### config.mk
export PLATFORM = sky130hd
export DESIGN_NAME = tff_count_ctrl
export DESIGN_NICKNAME = d
export VERILOG_FILES = /design/src/rtl/tff_ctrl_pkg.sv /design/src/rtl/tff_cell.sv /design/src/rtl/tff_count_ctrl.sv
export SDC_FILE = /design/constraint.sdc
export NUM_CORES = 1
export LEC_CHECK = 0
export CAP_MARGIN = 20
export CORE_MARGIN = 2
export CORE_UTILIZATION = 50
export CTS_CLUSTER_SIZE = 24
export DETAILED_ROUTE_END_ITERATION = 6
export GPL_ROUTABILITY_DRIVEN = 0
export PLACE_DENSITY_LB_ADDON = 0.2
export SETUP_SLACK_MARGIN = 0.3
export SYNTH_ARGS = -nofsm -noshare
export SYNTH_HDL_FRONTEND = slang
export SYNTH_SLANG_ARGS = --single-unit
### constraint.sdc
create_clock -name clk -period 1.5 [get_ports clk]
set_input_delay 0.3 -clock clk [delete_from_list [all_inputs] [get_ports clk]]
set_output_delay 0.3 -clock clk [all_outputs]
set_load 0.02 [all_outputs]
### src/rtl/tff_ctrl_pkg.sv
// Shared types and constants for the T-FF counter controller.
package tff_ctrl_pkg;

  typedef enum logic {
    IDLE = 1'b0,
    RUN  = 1'b1
  } state_t;

  localparam int DEFAULT_WIDTH = 8;

endpackage

### src/rtl/tff_cell.sv
// Single toggle flip-flop: q inverts on each rising edge where t is high.
module tff_cell (
  input  logic clk,
  input  logic rst,
  input  logic t,
  output logic q
);

  always_ff @(posedge clk or posedge rst) begin
    if (rst)
      q <= 1'b0;
    else if (t)
      q <= ~q;
  end

endmodule

### src/rtl/tff_count_ctrl.sv
// Sequences a bank of T flip-flops as a programmable counter with one-shot or
// auto-reload periods, a done pulse and a divided square wave at terminal count.
module tff_count_ctrl
  import tff_ctrl_pkg::*;
#(
  parameter int WIDTH = DEFAULT_WIDTH
) (
  input  logic             clk,
  input  logic             rst,
  input  logic             start,
  input  logic             stop,
  input  logic             auto_reload,
  input  logic [WIDTH-1:0] period,
  output logic             busy,
  output logic             done,
  output logic [WIDTH-1:0] count,
  output logic             tc_toggle
);

  state_t           state, state_next;
  logic [WIDTH-1:0] period_q, period_next;
  logic             mode_q, mode_next;
  logic             done_next;
  logic             tc_hit;
  logic             tc_strobe;
  logic [WIDTH-1:0] t_inc;
  logic [WIDTH-1:0] t;

  always_ff @(posedge clk or posedge rst) begin
    if (rst) begin
      state    <= IDLE;
      period_q <= '0;
      mode_q   <= 1'b0;
      done     <= 1'b0;
    end else begin
      state    <= state_next;
      period_q <= period_next;
      mode_q   <= mode_next;
      done     <= done_next;
    end
  end

  // Ripple-carry enables: bit i toggles when every lower bit is set.
  always_comb begin
    t_inc[0] = 1'b1;
    for (int i = 1; i < WIDTH; i++)
      t_inc[i] = t_inc[i-1] & count[i-1];
  end

  assign tc_hit    = (state == RUN) && (count == period_q);
  assign tc_strobe = tc_hit && !stop;

  // The bank is never loaded; clearing toggles exactly the bits that are set.
  always_comb begin
    state_next  = state;
    period_next = period_q;
    mode_next   = mode_q;
    done_next   = 1'b0;
    t           = count;
    case (state)
      IDLE: begin
        if (start && !stop) begin
          period_next = period;
          mode_next   = auto_reload;
          state_next  = RUN;
        end
      end
      RUN: begin
        if (stop) begin
          state_next = IDLE;
        end else if (tc_hit) begin
          done_next = 1'b1;
          if (mode_q)
            period_next = period;
          else
            state_next = IDLE;
        end else begin
          t = t_inc;
        end
      end
      default: state_next = IDLE;
    endcase
  end

  assign busy = (state == RUN);

  for (genvar i = 0; i < WIDTH; i++) begin : g_bank
    tff_cell u_cell (
      .clk (clk),
      .rst (rst),
      .t   (t[i]),
      .q   (count[i])
    );
  end

  tff_cell u_tc_cell (
    .clk (clk),
    .rst (rst),
    .t   (tc_strobe),
    .q   (tc_toggle)
  );

endmodule

Word-level counts from Yosys, hierarchy flattened
Index checks and enable logic that the tools add are counted.
{"block": "totals", "input_bits": 13, "out_inout_bits": 11, "reg_bits": 20, "word_cells": 56}
{"block": "op_classes", "eq_ne": 5, "mux": 16, "bitwise": 16, "reduce_logical": 6}
{"operator": "$mux 8", "n": 7}
{"operator": "$pmux 8 s2", "n": 1}
{"operator": "$not 1->1", "n": 10}
{"operator": "$eq 8x8->1", "n": 1}
{"operator": "$mux 1", "n": 7}
{"operator": "$and 1x1->1", "n": 6}
{"operator": "$ne 2x1->1 const B", "n": 2}
{"operator": "$ne 2x2->1 const B", "n": 2}
{"operator": "$reduce_and 4->1", "n": 1}
{"operator": "$logic_and 1x1->1", "n": 3}
{"operator": "$pmux 1 s2", "n": 1}
{"operator": "$reduce_and 2->1", "n": 1}
{"operator": "$logic_not 1->1", "n": 1}

Depth between registers and ports, before layout
{"block": "depth", "ltp_word": 9, "ltp_mapped": 5, "ltp_nobuf": 4}

Hierarchy
From an unflattened synthesis, not the netlist that was laid out.
{"block": "hier_totals", "hier_cells": 143, "hier_area_um2": 1340.0}
{"mod": "tff_count_ctrl", "area_each_um2": 1002.2, "cells_each": 116, "instances": 1, "seq_area_each_um2": 275.3}
{"mod": "tff_cell", "area_each_um2": 37.5, "cells_each": 3, "instances": 9, "seq_area_each_um2": 25.0}

Worst setup path before layout
Ideal clock, no wire load.
{"block": "synth_path", "kind": "reg2reg", "startpoint": "register state, in the netlist busy", "endpoint": "register period_q[0]", "required_time_ps": 1371, "stages_incl_launch_ff": 5, "t_arrival_ps": 1333, "n_path_buf": 0, "synth_period_minus_slack_ps": 1462, "slack_ps": 38, "setup_time_ps": 129, "path_cell_list": "dfrtp_1 > nor3b_2 > nor2_2 > a22oi_1 > nand3_1"}
{"block": "synth_via", "elab_chain_len": 3, "elab_cells_between_ends": 8, "classes_between": "eq/ne (4); mux (1); bitwise (1); reduce/logical (2)"}
{"item": "start, declared", "line": "tff_count_ctrl.sv:20", "source": "state_t state, state_next;"}
{"item": "start signal, assigned", "line": "tff_count_ctrl.sv:36", "source": "state <= state_next;"}
{"item": "$logic_and 1x1->1 or $not 1->1 (tied branches)"}
{"item": "$ne 2x1->1 (no line) or $ne 2x2->1 (tied branches)"}
{"item": "$reduce_and 4->1 (no line)"}
{"item": "end signal, assigned", "line": "tff_count_ctrl.sv:37", "source": "period_q <= period_next;"}
{"item": "end, declared", "line": "tff_count_ctrl.sv:21", "source": "logic [WIDTH-1:0] period_q, period_next;"}
Parallel ways exist; a longest one is shown, timed or not.
A chain may end at the register's enable or synchronous reset.

Worst setup path in the final report
{"block": "layout_path", "startpoint": "register g_bank[6].u_cell.q", "endpoint": "register period_q[4]"}
{"block": "layout_via", "elab_chain_len": 4}
{"item": "start, declared", "line": "tff_cell.sv:6", "source": "output logic q"}
{"item": "start signal, assigned", "line": "tff_cell.sv:13", "source": "q <= ~q;"}
{"item": "$eq 8x8->1", "line": "tff_count_ctrl.sv:50", "source": "assign tc_hit = (state == RUN) && (count == period_q);"}
{"item": "$logic_and 1x1->1", "line": "tff_count_ctrl.sv:50"}
{"item": "$ne 2x1->1 (no line)"}
{"item": "$reduce_and 4->1 (no line)"}
Every way passes these cells.

==> results.json <==
{
  "vias": 1069,
  "cts.hold.buffers_added": 0,
  "syn-mean-instance-area_sq_um": 10.2,
  "finalCriticalPeriod_ns": 1.38,
  "cp_max_fo": 9,
  "dieWidth_um": 51.9,
  "ios": 24,
  "fmax_mhz": 724,
  "ant_nets": 0,
  "cts-root-buf": "clkbuf_4",
  "rsz0062_at_grt": "true",
  "synth_top_cells_by_area": "dfrtp_1 44%, xnor2_1 7.7%, a22oi_1 5.2%",
  "path_class": "reg2reg",
  "synthToLayoutAreaGrowth_pct": 50.8,
  "clk_pin_slew_ns": 0.12,
  "cp.depth": 5,
  "synth_warnings": 0,
  "gr-total-overflow": 0,
  "tightest_slew_ns": 0.257,
  "grt_pass1_vias": 1138,
  "crit_family": "flip-flops",
  "via_per_inst": 5.72,
  "syn_area_sq_um": 1140,
  "clk_path_buf_depth": 2,
  "grt_pass1_wl_um": 5080,
  "end_kind": "register",
  "cap_violations": 0,
  "n_antenna_cell": 0,
  "finalHoldViolCount": 0,
  "syn_inst": 112,
  "row_count": 17,
  "die_h_um": 51.9,
  "drt_iter0_markers": 34,
  "setup_total_negative_slack_ns": 0,
  "grt_max_degree": 21,
  "cts_tree": "yes",
  "drive_above_1_share_pct": 45.9,
  "crit_chain": "xnor2_2 -> nand4_2 -> buf_4 -> o211ai_1 -> nand3_1",
  "drt_wl_total_um": 3030,
  "cp-start-kind": "register",
  "clk_latency_ns": 0.31,
  "ys_seq_area_share_pct": 43.7,
  "die_area_sq_um": 2690,
  "p_per_area_nw_per_um2": 722,
  "finalCritPeriodShare_pct": 92.1,
  "finalInstanceArea_sq_um": 1730,
  "syn_nets": 125,
  "antenna_found_initial": 0,
  "arrival_ns": 1.58,
  "netlist.area_leader.share_pct": 43.7,
  "power_mw": 1.25,
  "utilization_pct": 78.8,
  "core_sq_um": 2190,
  "dr.pass1.iters": 4,
  "synth_seq_cells": 20,
  "finalNonFillerCells": 187,
  "synth_cell_types": 25,
  "drc": 0,
  "required_ns": 1.70,
  "htreeDepth": 1,
  "status": "complete, no violations",
  "io_buffers": 23,
  "dp_cells": 167,
  "vdd_drop_max_mv": 0.494,
  "cp_slowest_stage_delay_ns": 0.45,
  "maxSlewHeadroom_pct": 82.8,
  "slew_viol_final": 0,
  "placed_cell_area_sq_um": 1500,
  "wl_per_cell_um": 16.2,
  "ff2ff_path_depth": 5,
  "initial_core_util_pct": 52.3,
  "synth_top_area_cell": "dfrtp_1",
  "track_usage_pct": 25.7,
  "dpl.hpwl_um": 2120,
  "setup_viol": 0,
  "clock-sinks": 20,
  "cp_slowest_cell": "dfrtp_1",
  "numCtsBuffers": 3,
  "nNetsFinal": 173,
  "worstHoldPathType": "in2async",
  "finClkSkew_ns": 0.00257,
  "crit_buf_inv": 1,
  "leakage_nw": 0.783
}
## per-layer routing
metal / global-route usage (%) / wire length (um) / up-vias
met2: 47.0 / 1590 / 42
met4: 10.5 / 48 / 0
met5: 0 / 0 / -
li1: - / - / 501
met1: 30.5 / 1240 / 520
met3: 2.59 / 155 / 6
## synthesized netlist by cell type
cell type and n:
inv_1 1, nor2_2 1, nand4_1 9, nor3_1 1, o21ai_2 1, buf_6 2, nor2_1 10, a22oi_1 8
and3b_1 1, and2b_1 1, xor2_2 1, nand3_1 10, and3_4 1, nand2_1 6, clkbuf_1 1, nor3b_2 1
and4_2 1, buf_4 8, dfrtp_1 20, xor2_1 5, o211ai_1 8, nand4_2 2, and4_1 2, xnor2_1 10
a211oi_1 1
## kinds of logic after synthesis
group | after synthesis | share of synthesized area [%]
compound gates | 18 | 11.9
xor+xnor | 16 | 12.9
buf+inv | 12 | 7.87
flops | 20 | 43.7
simple gates | 46 | 23.6
## layout make-up
class                      instances  area, sq um
fill                             139          464
timing repair buffer              54          484
multi-input combinational         80          641
inverter                           1         3.75
clock buffer                       3         22.5
tap                               28         35.0
clock inverter                     1         30.0
sequential                        20          510
## final timing paths
check	startpoint	endpoint	slack [ns]
hold / removal	rst	g_bank[7].u_cell.q$_DFFE_PP0P_	0.34
setup / recovery	g_bank[6].u_cell.q$_DFFE_PP0P_	period_q[4]$_DFFE_PP0P_	0.12
min in group clk	auto_reload	mode_q$_DFFE_PP0P_	0.51
hold reg to reg	u_tc_cell.q$_DFFE_PP0P_	u_tc_cell.q$_DFFE_PP0P_	0.55
max in group asynchronous	rst	busy$_DFF_PP0_	0.93
setup reg to reg	g_bank[6].u_cell.q$_DFFE_PP0P_	period_q[4]$_DFFE_PP0P_	0.12
## layout by cell type, fill, tap and decap left out
| cell type | Yosys | routed |
|---|---|---|
| bufinv_16 | 0 | 1 |
| o211ai_1 | 8 | 8 |
| nand4_1 | 9 | 9 |
| nor3_1 | 1 | 1 |
| and3b_1 | 1 | 1 |
| nor2_2 | 1 | 1 |
| buf_12 | 0 | 1 |
| inv_1 | 1 | 1 |
| nand2_2 | 0 | 1 |
| clkbuf_4 | 0 | 3 |
| xnor2_1 | 10 | 2 |
| dfrtp_1 | 20 | 12 |
| and2b_1 | 1 | 1 |
| clkdlybuf4s50_1 | 0 | 12 |
| a211oi_1 | 1 | 1 |
| nor2_4 | 0 | 1 |
| and4_2 | 1 | 1 |
| xor2_2 | 1 | 1 |
| and4_4 | 0 | 1 |
| xor2_1 | 5 | 5 |
| nor2_1 | 10 | 9 |
| o21ai_4 | 0 | 1 |
| nor3b_4 | 0 | 1 |
| nand4_2 | 2 | 2 |
| buf_6 | 2 | 11 |
| buf_2 | 0 | 2 |
| nand2_1 | 6 | 5 |
| and4_1 | 2 | 1 |
| dfrtp_2 | 0 | 8 |
| and3_4 | 1 | 1 |
| xnor2_2 | 0 | 8 |
| a22oi_1 | 8 | 8 |
| buf_4 | 8 | 28 |
| nand3_1 | 10 | 10 |
## worst min-delay path, delay by kind of cell
family | cells | cell delay, ns
buffers and inverters | 3 | 0.75
## power by group
| part | internal [mW] | switching, mW | total, mW |
|---|---|---|---|
| combinational | 0.116 | 0.0997 | 0.215 |
| sequential | 0.559 | 0.0219 | 0.581 |
| clock | 0.270 | 0.181 | 0.451 |
## per-stage QoR
stage | hold slack (ns) | setup WS, ns
3_3_place_gp | 0.492 | -0.0602
5_1_grt | 0.364 | 0.0262
3_5_place_dp | 0.509 | -0.113
2_1_floorplan | 0.264 | 0.180
4_1_cts | 0.359 | 0.143
6_report | 0.336 | 0.119
## sequential cells by signal (all words and copies together), names as in the netlist
signal and flops:
g_bank.u_cell.q 8, period_q 8, mode_q 1, done 1, u_tc_cell.q 1, busy 1
## timing repair
action | 4_1_cts | 5_1_grt
gates resized for setup | 64 | 10
setup endpoints to repair | 30 | 29
cloned | 0 | 0
buffers inserted | 13 | 3
pin swaps | 13 | 6
(Power assumes the default switching activity.)
